[src/rtl/adc_pkg.sv]
// adc_pkg: shared types and constants for the DAC-stepping converter blocks.
//   adc_state_e   - converter FSM states (idle, DAC settle, comparator decide)
//   ADC_MODE_*    - conversion mode encodings as seen on the mode input
//   ch_width()    - mux-select width for a given channel count, never below 1
package adc_pkg;

  typedef enum logic [1:0] {
    StIdle,
    StSettle,
    StDecide
  } adc_state_e;

  localparam logic ADC_MODE_RAMP = 1'b0;
  localparam logic ADC_MODE_SAR  = 1'b1;

  function automatic int unsigned ch_width(input int unsigned num_ch);
    return (num_ch > 1) ? $clog2(num_ch) : 1;
  endfunction

endpackage

[src/rtl/r2r_adc_conv_if.sv]
// r2r_adc_conv_if: bundle between the converter, the board-level R2R/comparator/mux and the
// sample consumers.
//   enable, mode, comp_result          - control and comparator inputs to the converter
//   dac_code, ch_sel                   - R2R drive and analog mux select
//   data_valid, data_out, data_ch      - result strobe, value and channel tag
//   busy                               - converter FSM is not idle
// master: the converter side. slave: the surrounding board/consumer side.
interface r2r_adc_conv_if
  import adc_pkg::*;
#(
  parameter int unsigned WIDTH  = 8,
  parameter int unsigned NUM_CH = 1
) ();

  localparam int unsigned CH_W = ch_width(NUM_CH);

  logic             enable;
  logic             mode;
  logic             comp_result;
  logic [WIDTH-1:0] dac_code;
  logic [CH_W-1:0]  ch_sel;
  logic             data_valid;
  logic [WIDTH-1:0] data_out;
  logic [CH_W-1:0]  data_ch;
  logic             busy;

  modport master (
    input  enable,
    input  mode,
    input  comp_result,
    output dac_code,
    output ch_sel,
    output data_valid,
    output data_out,
    output data_ch,
    output busy
  );

  modport slave (
    output enable,
    output mode,
    output comp_result,
    input  dac_code,
    input  ch_sel,
    input  data_valid,
    input  data_out,
    input  data_ch,
    input  busy
  );

endinterface

[src/rtl/adc_settle_timer.sv]
// adc_settle_timer: down-counter timing the DAC settle interval of one conversion step.
//   clk, reset - clock, synchronous active-high reset
//   i_load     - restart the interval (counter loaded with SETTLE_CYCLES - 1)
//   o_done     - counter has reached zero; the interval is over this cycle
// Loading on the edge that enters the settle state makes that state last exactly
// SETTLE_CYCLES cycles.
module adc_settle_timer #(
  parameter int unsigned SETTLE_CYCLES = 10000
) (
  input  logic clk,
  input  logic reset,
  input  logic i_load,
  output logic o_done
);

  localparam int unsigned CntW = $clog2(SETTLE_CYCLES + 1);
  localparam logic [CntW-1:0] LoadVal = CntW'(SETTLE_CYCLES - 1);

  logic [CntW-1:0] r_cnt;

  always_ff @(posedge clk) begin
    if (reset) begin
      r_cnt <= '0;
    end else if (i_load) begin
      r_cnt <= LoadVal;
    end else if (r_cnt != '0) begin
      r_cnt <= r_cnt - CntW'(1);
    end
  end

  assign o_done = (r_cnt == '0);

endmodule

[src/rtl/r2r_adc_conv.sv]
// r2r_adc_conv: R2R DAC + external comparator converter, ramp or SAR, multiplexed channels.
//   clk, reset - clock, synchronous active-high reset
//   io_bus     - r2r_adc_conv_if.master: enable/mode/comp_result in; dac_code, ch_sel,
//                data_valid, data_out, data_ch, busy out
// Result in both modes is the largest code at which the comparator still reports 1
// (0 if none). Each step is SETTLE_CYCLES cycles of settle followed by one decide cycle.
module r2r_adc_conv
  import adc_pkg::*;
#(
  parameter int unsigned WIDTH         = 8,
  parameter int unsigned SETTLE_CYCLES = 10000,
  parameter int unsigned NUM_CH        = 1
) (
  input logic         clk,
  input logic         reset,
  r2r_adc_conv_if.master io_bus
);

  localparam int unsigned CH_W  = ch_width(NUM_CH);
  localparam int unsigned BIT_W = $clog2(WIDTH);

  localparam logic [WIDTH-1:0] CodeMax  = '1;
  localparam logic [WIDTH-1:0] SarStart = {1'b1, {(WIDTH - 1){1'b0}}};
  localparam logic [BIT_W-1:0] BitMsb   = BIT_W'(WIDTH - 1);
  localparam logic [CH_W-1:0]  ChLast   = CH_W'(NUM_CH - 1);

  adc_state_e       r_state, w_state_d;
  logic             r_mode, w_mode_d;
  logic [WIDTH-1:0] r_code, w_code_d;
  logic [BIT_W-1:0] r_bit, w_bit_d;
  logic [CH_W-1:0]  r_ch, w_ch_d;
  logic [WIDTH-1:0] r_data, w_data_d;
  logic [CH_W-1:0]  r_data_ch, w_data_ch_d;
  logic             r_valid, w_valid_d;

  logic             w_timer_load;
  logic             w_timer_done;
  logic             w_done;
  logic             w_start;
  logic [WIDTH-1:0] w_result;
  logic [WIDTH-1:0] w_code_sar;
  logic [BIT_W-1:0] w_bit_lo;

  adc_settle_timer #(
    .SETTLE_CYCLES(SETTLE_CYCLES)
  ) u_settle_timer (
    .clk   (clk),
    .reset (reset),
    .i_load(w_timer_load),
    .o_done(w_timer_done)
  );

  always_comb begin
    w_state_d    = r_state;
    w_mode_d     = r_mode;
    w_code_d     = r_code;
    w_bit_d      = r_bit;
    w_ch_d       = r_ch;
    w_data_d     = r_data;
    w_data_ch_d  = r_data_ch;
    w_valid_d    = 1'b0;
    w_timer_load = 1'b0;
    w_done       = 1'b0;
    w_start      = 1'b0;
    w_result     = '0;
    w_code_sar   = r_code;
    w_bit_lo     = r_bit - BIT_W'(1);

    unique case (r_state)
      StIdle: begin
        // Start is handled below, shared with back-to-back restarts.
      end
      StSettle: begin
        if (w_timer_done) begin
          w_state_d = StDecide;
        end
      end
      StDecide: begin
        if (r_mode == ADC_MODE_SAR) begin
          // Keep the trial bit only if the input is still above the DAC.
          if (!io_bus.comp_result) begin
            w_code_sar[r_bit] = 1'b0;
          end
          if (r_bit != '0) begin
            w_code_sar[w_bit_lo] = 1'b1;
            w_code_d     = w_code_sar;
            w_bit_d      = w_bit_lo;
            w_state_d    = StSettle;
            w_timer_load = 1'b1;
          end else begin
            w_done   = 1'b1;
            w_result = w_code_sar;
          end
        end else begin
          if (!io_bus.comp_result) begin
            // Comparator just fell: the previous code was the last one below the input.
            w_done   = 1'b1;
            w_result = (r_code == '0) ? '0 : r_code - WIDTH'(1);
          end else if (r_code == CodeMax) begin
            w_done   = 1'b1;
            w_result = CodeMax;
          end else begin
            w_code_d     = r_code + WIDTH'(1);
            w_state_d    = StSettle;
            w_timer_load = 1'b1;
          end
        end
      end
      default: begin
        w_state_d = StIdle;
        w_code_d  = '0;
      end
    endcase

    if (w_done) begin
      w_valid_d   = 1'b1;
      w_data_d    = w_result;
      w_data_ch_d = r_ch;
      w_ch_d      = (r_ch == ChLast) ? '0 : r_ch + CH_W'(1);
      w_state_d   = StIdle;
      w_code_d    = '0;
    end

    w_start = io_bus.enable && ((r_state == StIdle) || w_done);
    if (w_start) begin
      w_mode_d     = io_bus.mode;
      w_code_d     = (io_bus.mode == ADC_MODE_SAR) ? SarStart : '0;
      w_bit_d      = BitMsb;
      w_state_d    = StSettle;
      w_timer_load = 1'b1;
    end
  end

  always_ff @(posedge clk) begin
    if (reset) begin
      r_state   <= StIdle;
      r_mode    <= ADC_MODE_RAMP;
      r_code    <= '0;
      r_bit     <= '0;
      r_ch      <= '0;
      r_data    <= '0;
      r_data_ch <= '0;
      r_valid   <= 1'b0;
    end else begin
      r_state   <= w_state_d;
      r_mode    <= w_mode_d;
      r_code    <= w_code_d;
      r_bit     <= w_bit_d;
      r_ch      <= w_ch_d;
      r_data    <= w_data_d;
      r_data_ch <= w_data_ch_d;
      r_valid   <= w_valid_d;
    end
  end

  assign io_bus.dac_code   = r_code;
  assign io_bus.ch_sel     = r_ch;
  assign io_bus.data_valid = r_valid;
  assign io_bus.data_out   = r_data;
  assign io_bus.data_ch    = r_data_ch;
  assign io_bus.busy       = (r_state != StIdle);

endmodule

[src/flat_wrapper.sv]
// flat-port wrapper written by rule: the top's interface ports become plain ports
module r2r_adc_conv_flat import adc_pkg::*;
#(
  parameter int unsigned WIDTH         = 8,
  parameter int unsigned SETTLE_CYCLES = 10000,
  parameter int unsigned NUM_CH        = 1
)
  (clk, reset, io_bus_enable, io_bus_mode, io_bus_comp_result, io_bus_dac_code, io_bus_ch_sel, io_bus_data_valid, io_bus_data_out, io_bus_data_ch, io_bus_busy);
  r2r_adc_conv_if #(.WIDTH(WIDTH), .NUM_CH(NUM_CH)) io_bus_i ();
  input logic clk;
  input logic reset;
  input wire logic [$bits(io_bus_i.enable)-1:0] io_bus_enable;
  input wire logic [$bits(io_bus_i.mode)-1:0] io_bus_mode;
  input wire logic [$bits(io_bus_i.comp_result)-1:0] io_bus_comp_result;
  output wire logic [$bits(io_bus_i.dac_code)-1:0] io_bus_dac_code;
  output wire logic [$bits(io_bus_i.ch_sel)-1:0] io_bus_ch_sel;
  output wire logic [$bits(io_bus_i.data_valid)-1:0] io_bus_data_valid;
  output wire logic [$bits(io_bus_i.data_out)-1:0] io_bus_data_out;
  output wire logic [$bits(io_bus_i.data_ch)-1:0] io_bus_data_ch;
  output wire logic [$bits(io_bus_i.busy)-1:0] io_bus_busy;
  assign io_bus_i.enable = io_bus_enable;
  assign io_bus_i.mode = io_bus_mode;
  assign io_bus_i.comp_result = io_bus_comp_result;
  assign io_bus_dac_code = io_bus_i.dac_code;
  assign io_bus_ch_sel = io_bus_i.ch_sel;
  assign io_bus_data_valid = io_bus_i.data_valid;
  assign io_bus_data_out = io_bus_i.data_out;
  assign io_bus_data_ch = io_bus_i.data_ch;
  assign io_bus_busy = io_bus_i.busy;
  r2r_adc_conv #(.WIDTH(WIDTH), .SETTLE_CYCLES(SETTLE_CYCLES), .NUM_CH(NUM_CH)) u_core (.clk(clk), .reset(reset), .io_bus(io_bus_i));
endmodule
[config.mk]
export PLATFORM = sky130hd
export DESIGN_NAME = r2r_adc_conv_flat
export DESIGN_NICKNAME = d
export VERILOG_FILES = /design/src/rtl/adc_pkg.sv /design/src/rtl/r2r_adc_conv_if.sv /design/src/rtl/adc_settle_timer.sv /design/src/rtl/r2r_adc_conv.sv /design/src/flat_wrapper.sv
export SDC_FILE = /design/constraint.sdc
export NUM_CORES = 1
export LEC_CHECK = 0
export ABC_AREA = 1
export BUFFER_PORTS_ARGS = -buffer_cell sky130_fd_sc_hd__buf_4
export CAP_MARGIN = 15
export CORE_MARGIN = 2
export CORE_UTILIZATION = 35
export DETAILED_ROUTE_END_ITERATION = 10
export PLACE_DENSITY = 0.55
export SLEW_MARGIN = 0
export SYNTH_ARGS = -nofsm -noshare
export SYNTH_HDL_FRONTEND = slang
export SYNTH_SLANG_ARGS = --single-unit
[constraint.sdc]
create_clock -name clk -period 1.7 [get_ports clk]
set_input_delay 0.085 -clock clk [delete_from_list [all_inputs] [get_ports clk]]
set_output_delay 0.085 -clock clk [all_outputs]
set_load 0.03 [all_outputs]
# After elaboration in Yosys (flattened, before gate mapping)
# Cells that the tools add are included.
# op_classes
n_reduce_logical	21
order_cmp	4
mux	48
eq_ne	13
add_sub_neg	5
bitwise	4
# op_table
cell	count
8-bit 2-to-1 mux	16
14-bit 2-to-1 mux	2
1-bit 2-to-1 mux	17
8-bit one-hot mux with 2 select lines	1
14-bit zero test	1
14-bit nonzero test	1
14-bit by 1-bit subtractor with 14-bit output (second input constant)	1
3-bit 2-to-1 mux	4
2-bit 2-to-1 mux	5
5-bit by 2-bit inequality test with 1-bit output (second input constant)	2
5-bit AND reduction	2
2-bit nonzero test	5
8-bit by 1-bit adder with 8-bit output (second input constant)	1
8-bit bitwise AND	1
8-bit == test (second input constant)	1
8-bit zero test	1
3-bit by 4-bit < comparator with 1-bit output (second input constant)	2
8-bit NOT	1
8-bit OR	1
8-bit by 1-bit subtractor with 8-bit output (second input constant)	1
1-bit demux with 3-bit select	2
3-bit by 1-bit >= comparator with 1-bit output (second input constant)	2
3-bit by 1-bit inequality test with 1-bit output (second input constant)	2
3-bit by 2-bit inequality test with 1-bit output (second input constant)	2
other kinds (18)	21
# word_totals
output_inout_bits	20
input_bits	5
ff_bits	39
elab_cells	106

# Logic depth before layout (Yosys ltp)
# logic_depth
word_depth	15
depth_mapped	12
ltp_nobuf	11

# Hierarchy
# Synthesis repeated with hierarchy kept, for this count alone.
# hier_totals
cells_unflattened	400
hier_area_um2	2568.7
# modules_own_cells
module	cells_per_inst	area_each_um2	instances
r2r_adc_conv	278	1755.4	1
adc_settle_timer	122	813.3	1

# Worst setup path after synthesis
# OpenSTA, ideal clock, no wires.
# synth_path
kind	register to register
startpoint	reg u_core.r_code[1] (netlist: u_core.io_bus.dac_code[1])
endpoint	reg u_core.r_mode
path_buffers	1
setup_time_ps	132
arrival_ps	1624
required_ps	1568
synth_period_minus_slack_ps	1756
slack_ps	-56
stages_incl_launch_ff	12
cell_sequence	dfxtp_1 ha_1 nand2_4 nor2_4 nand2_2 nand3_2 nand2_4 nand2_4 nand2_4 buf_8 nand2_1 a21oi_2
# synth_between
elab_chain_cells	7
# synth_rtl
element	line_no	text
from (decl)	r2r_adc_conv.sv:29	logic [WIDTH-1:0] r_code, w_code_d;
from (signal assigned)	r2r_adc_conv.sv:147	r_code <= w_code_d;
8-bit == test	r2r_adc_conv.sv:99	end else if (r_code == CodeMax) begin
1-bit 2-to-1 mux	r2r_adc_conv.sv:99	
1-bit 2-to-1 mux	r2r_adc_conv.sv:95	if (!io_bus.comp_result) begin
1-bit 2-to-1 mux	r2r_adc_conv.sv:79	if (r_mode == ADC_MODE_SAR) begin
1-bit 2-to-1 mux	r2r_adc_conv.sv:69	unique case (r_state)
1-bit logical OR	r2r_adc_conv.sv:124	w_start = io_bus.enable && ((r_state == StIdle) || w_done);
1-bit logical AND	r2r_adc_conv.sv:124	
to (signal assigned)	r2r_adc_conv.sv:146	r_mode <= w_mode_d;
to (decl)	r2r_adc_conv.sv:28	logic r_mode, w_mode_d;
# No other way between the ends.
# A chain may end at the register's enable or synchronous reset.

# Worst setup path in the final report
# layout_path
startpoint	reg u_core.r_code[0] (netlist: u_core.io_bus.dac_code[0])
endpoint	reg u_core.r_data[2] (netlist: u_core.io_bus.data_out[2])
# layout_between
elab_chain_cells	5
# layout_rtl
element	line_no	text
8-bit by 1-bit subtractor with 8-bit output (tied with other cells)	r2r_adc_conv.sv:98	w_result = (r_code == '0) ? '0 : r_code - WIDTH'(1);
8-bit 2-to-1 mux (tied with other cells)	r2r_adc_conv.sv:98	
8-bit 2-to-1 mux or 1-bit 2-to-1 mux (tied branches)	r2r_adc_conv.sv:95	
8-bit 2-to-1 mux or 1-bit 2-to-1 mux (tied branches)	r2r_adc_conv.sv:79	
8-bit 2-to-1 mux or 1-bit 2-to-1 mux (tied branches)	r2r_adc_conv.sv:69	
to (signal assigned)	r2r_adc_conv.sv:150	r_data <= w_data_d;
to (decl)	r2r_adc_conv.sv:32	logic [WIDTH-1:0] r_data, w_data_d;
# Several ways; a longest one is shown, not always the timed one.

==> results by group <==
Timing
  – Part of the cycle the worst path needs: 91.54%
  – Tmin final: 1.556 ns
  – Max Slew Vio Count: 0
  – Final hold vios: 0
  – Worst hold slack: 0.1536 ns
  – Final Skew: 0.005178 ns
  – Final count of negative-setup-slack endpoints: 0
  – Achievable clock frequency: 0.6426 GHz

Synth
  – Yosys synthesis warning count: 0
  – Asr flop ratio synth: 0%
  – Synthesized netlist cell count: 401
  – Largest family of logic cells by synthesized area: simple AND/OR/NAND/NOR gates
  – Seq/Total Area, Yosys: 29.22%
  – Number of unique standard cell types used by synthesis: 33
  – Post-Synth Adder-Cell Area: 2.962%
  – Cell Area, Synth: 2535 um^2
  – Avg Cell Area, Syn: 6.322 um^2
  – Synth Area in Compound Gates: 12.78%
  – Most used DFF post-synth: dfxtp_1
  – EDFF count, synth: 0
  – Mux cell area share after synthesis: 0%
  – XOR/XNOR share of the synthesized area: 3.110%
  – Yosys reg bits: 37
  – Synthesized-area fraction occupied by and/or/nand/nor cells: 40.62%

Clock network
  – H-Tree Depth: 2
  – Clk slew on worst S/H paths: 0.07 ns
  – Inserted Clock Buffers: 5
  – Hold-fix buffers, CTS: 0
  – Clk sinks: 37
  – Bufs on Longest Clock Path: 2
  – Root Driver: clkbuf_8
  – Worst-skew pair later-pin latency: 0.29 ns
  – CTS tree: done

Global routing
  – Initial antenna violation count: 0
  – Global Route Usage Sum: 17.62%
  – Vias in the first global route: 2482
  – Largest net degree at the start of global routing: 23
  – Global-route wire length before repair: 10.98 mm
  – Grt total ovfl: 0

Finish
  – Area taken by multi-input logic gates: 1556 um^2
  – Commonest non-fill, non-tap cell in the layout: nand2_1
  – Net count, final: 451
  – Share of post-route cells with drive strength above 1: 20.50%
  – Fill cell count: 784
  – Post-route cell area: 3042 um^2
  – Area grow syn2layout: 19.99%
  – Antenna diodes: 0
  – Commonest cells after routing, fill and taps aside: 106 x nand2_1, 59 x nor2_1, 44 x inv_1, 44 x buf_4, 33 x dfxtp_1
  – Final non-filler cell total: 538
  – Fin util: 42.62%
  – Register Area: 750.7 um^2

Routing
  – 1st-pass router iterations: 4
  – DR vias/cell: 4.729
  – Drt drc: 0
  – DR vias: 2544
  – Routed WL: 6.529 mm
  – Drt wl/cell: 12.14 um
  – Iter 0 DRT Violations: 109
  – Final ANT Viol Nets: 0

Worst setup path
  – Most used cell, CP: nand2_1
  – Reg2reg end: u_core.io_bus.data_out[2]$_SDFFE_PP0P_
  – Crit-path leading delay family: simple AND/OR/NAND/NOR gates
  – Slowest-stage cell, CP: dfxtp_4
  – Worst-path fanout max: 5
  – Worst endpoint data arrival time: 1.72 ns
  – CP endpoint kind: flip-flop
  – Critical path type: reg -> reg
  – FF-to-FF Start: u_core.io_bus.dac_code[0]$_SDFFE_PP0P_
  – Bufs and invs on worst path: 2
  – CP Cell Sequence: inv_1, ha_1, nand2_1, nor2_2, nand4_1, buf_4, nand2_1, nand2_1, nand2_1, a21oi_1
  – R2r worst-path depth: 10
  – Setup crit start kind: flip-flop
  – Crit-path max cell delay: 0.37 ns
  – R2R Setup Slk: 0.14 ns
  – CP required: 1.87 ns

Outcome
  – Outcome: completed

Hold path
  – Worst hold path type: in -> reg
  – Hold EP: u_core.r_mode$_SDFFE_PP0P_
  – Hold Crit Depth: 2
  – Hold Crit Start: reset

Placed design
  – Port Buffers: 22
  – RD Place Congestion: 0.9467
  – Placed cell count: 528
  – Area after DPL: 2885 um^2
  – HPWL after detailed placement: 4.987 mm

Power
  – Worst VDD drop: 0.0003444 V
  – LEAKAGE: 1.492 nW
  – Final Total Pwr: 0.002575 W
  – Pwr Density: 846.5 nW/um^2

Floorplanning
  – Core area: 7137 um^2
  – I/O pin count: 25
  – DIE AREA: 7940 um^2
  – Core Rows: 31
  – Starting Density: 35.52%
  – DIE HEIGHT: 89.11 um
  – Die W: 89.11 um

Flow run
  – Max cap viols: 0
[power breakdown]
group / switching, W / internal, W
Combinational: 0.000616 / 0.000363
Clock: 0.000306 / 0.000270
Sequential: 0.0000709 / 0.000949
Total: 0.000992 / 0.00158
[state kept, by name (all words and copies together), names as in the netlist]
register                     flops
u_core.io_bus.dac_code           8
u_core.io_bus.data_out           8
u_core.io_bus.data_valid         1
u_core.r_bit                     3
u_core.r_mode                    1
u_core.r_state                   2
u_core.u_settle_timer.r_cnt     14
[synthesized netlist by cell type (all sizes together), types with 2 or more instances]
library cell  instances  share of area, %
nand2               114                18
nor2                 63               9.8
inv                  50               7.7
nand3                39               9.6
dfxtp                37                29
a21oi                32               7.1
o21ai                14               2.8
buf                  12               3.2
xor2                  9               3.1
ha                    6               3.0
nand4                 6               1.5
o211ai                4               1.2
nor3                  3              0.59
o21bai                3              0.89
clkbuf                2              0.30
or2                   2              0.49
[through the flow]
stage          setup WS [ns]  setup TNS (ns)
5_1_grt             -0.01064        -0.01064
4_1_cts            0.0003479               0
2_1_floorplan        0.02173               0
3_5_place_dp        0.009674               0
6_report              0.1438               0
3_3_place_gp         0.05203               0
[area by class of cell]
| type | count | area share, % |
|---|---|---|
| clock buffer | 5 | 2.262 |
| clock inverter | 1 | 0.1645 |
| inverter | 50 | 6.417 |
| multi-input combinational | 301 | 51.17 |
| sequential | 37 | 24.68 |
| tap | 99 | 4.072 |
| timing repair buffer | 45 | 11.23 |
[layer usage]
metal / track usage, % / vias to the layer above / routed length [um]
met2: 30.17 / 55 / 3094
met5: 0 / - / 0
met3: 3.139 / 10 / 298
li1: - / 1339 / -
met4: 5.427 / 0 / 116
met1: 22.52 / 1140 / 3018
[cells by family (layout without fill, tap and decap cells)]
family / after synthesis / count (layout)
and+or+nand+nor: 228 / 228
buffers and inverters: 64 / 101
DFF: 37 / 37
other: 1 / 2
xor gates and xnor gates: 9 / 9
adders and majority gates: 6 / 6
AOI/OAI and AO/OA: 56 / 56
[worst max-delay path by stage]
stage / from / depth (start not counted) / endpoint / slack, ns
4_1_cts: u_core.io_bus.dac_code[1]$_SDFFE_PP0P_ / 10 / u_core.u_settle_timer.r_cnt[10]$_SDFFE_PP0P_ / 0.0003
3_3_place_gp: u_core.io_bus.dac_code[1]$_SDFFE_PP0P_ / 10 / u_core.u_settle_timer.r_cnt[10]$_SDFFE_PP0P_ / 0.05
2_1_floorplan: u_core.r_bit[0]$_SDFFE_PP0P_ / 12 / u_core.io_bus.dac_code[7]$_SDFFE_PP0P_ / 0.02
3_5_place_dp: u_core.io_bus.dac_code[1]$_SDFFE_PP0P_ / 10 / u_core.u_settle_timer.r_cnt[10]$_SDFFE_PP0P_ / 0.01
6_report: u_core.io_bus.dac_code[0]$_SDFFE_PP0P_ / 10 / u_core.io_bus.data_out[2]$_SDFFE_PP0P_ / 0.14
5_1_grt: u_core.io_bus.dac_code[1]$_SDFFE_PP0P_ / 10 / u_core.io_bus.data_out[2]$_SDFFE_PP0P_ / -0.01
[repair_timing]
action | in CTS | in global routing
setup endpoints to repair | 0 | 31
buffers inserted | 0 | 4
resized for setup | 0 | 15
hold endpoints to repair | 0 | 0
Power figures use the tool's default switching activity.
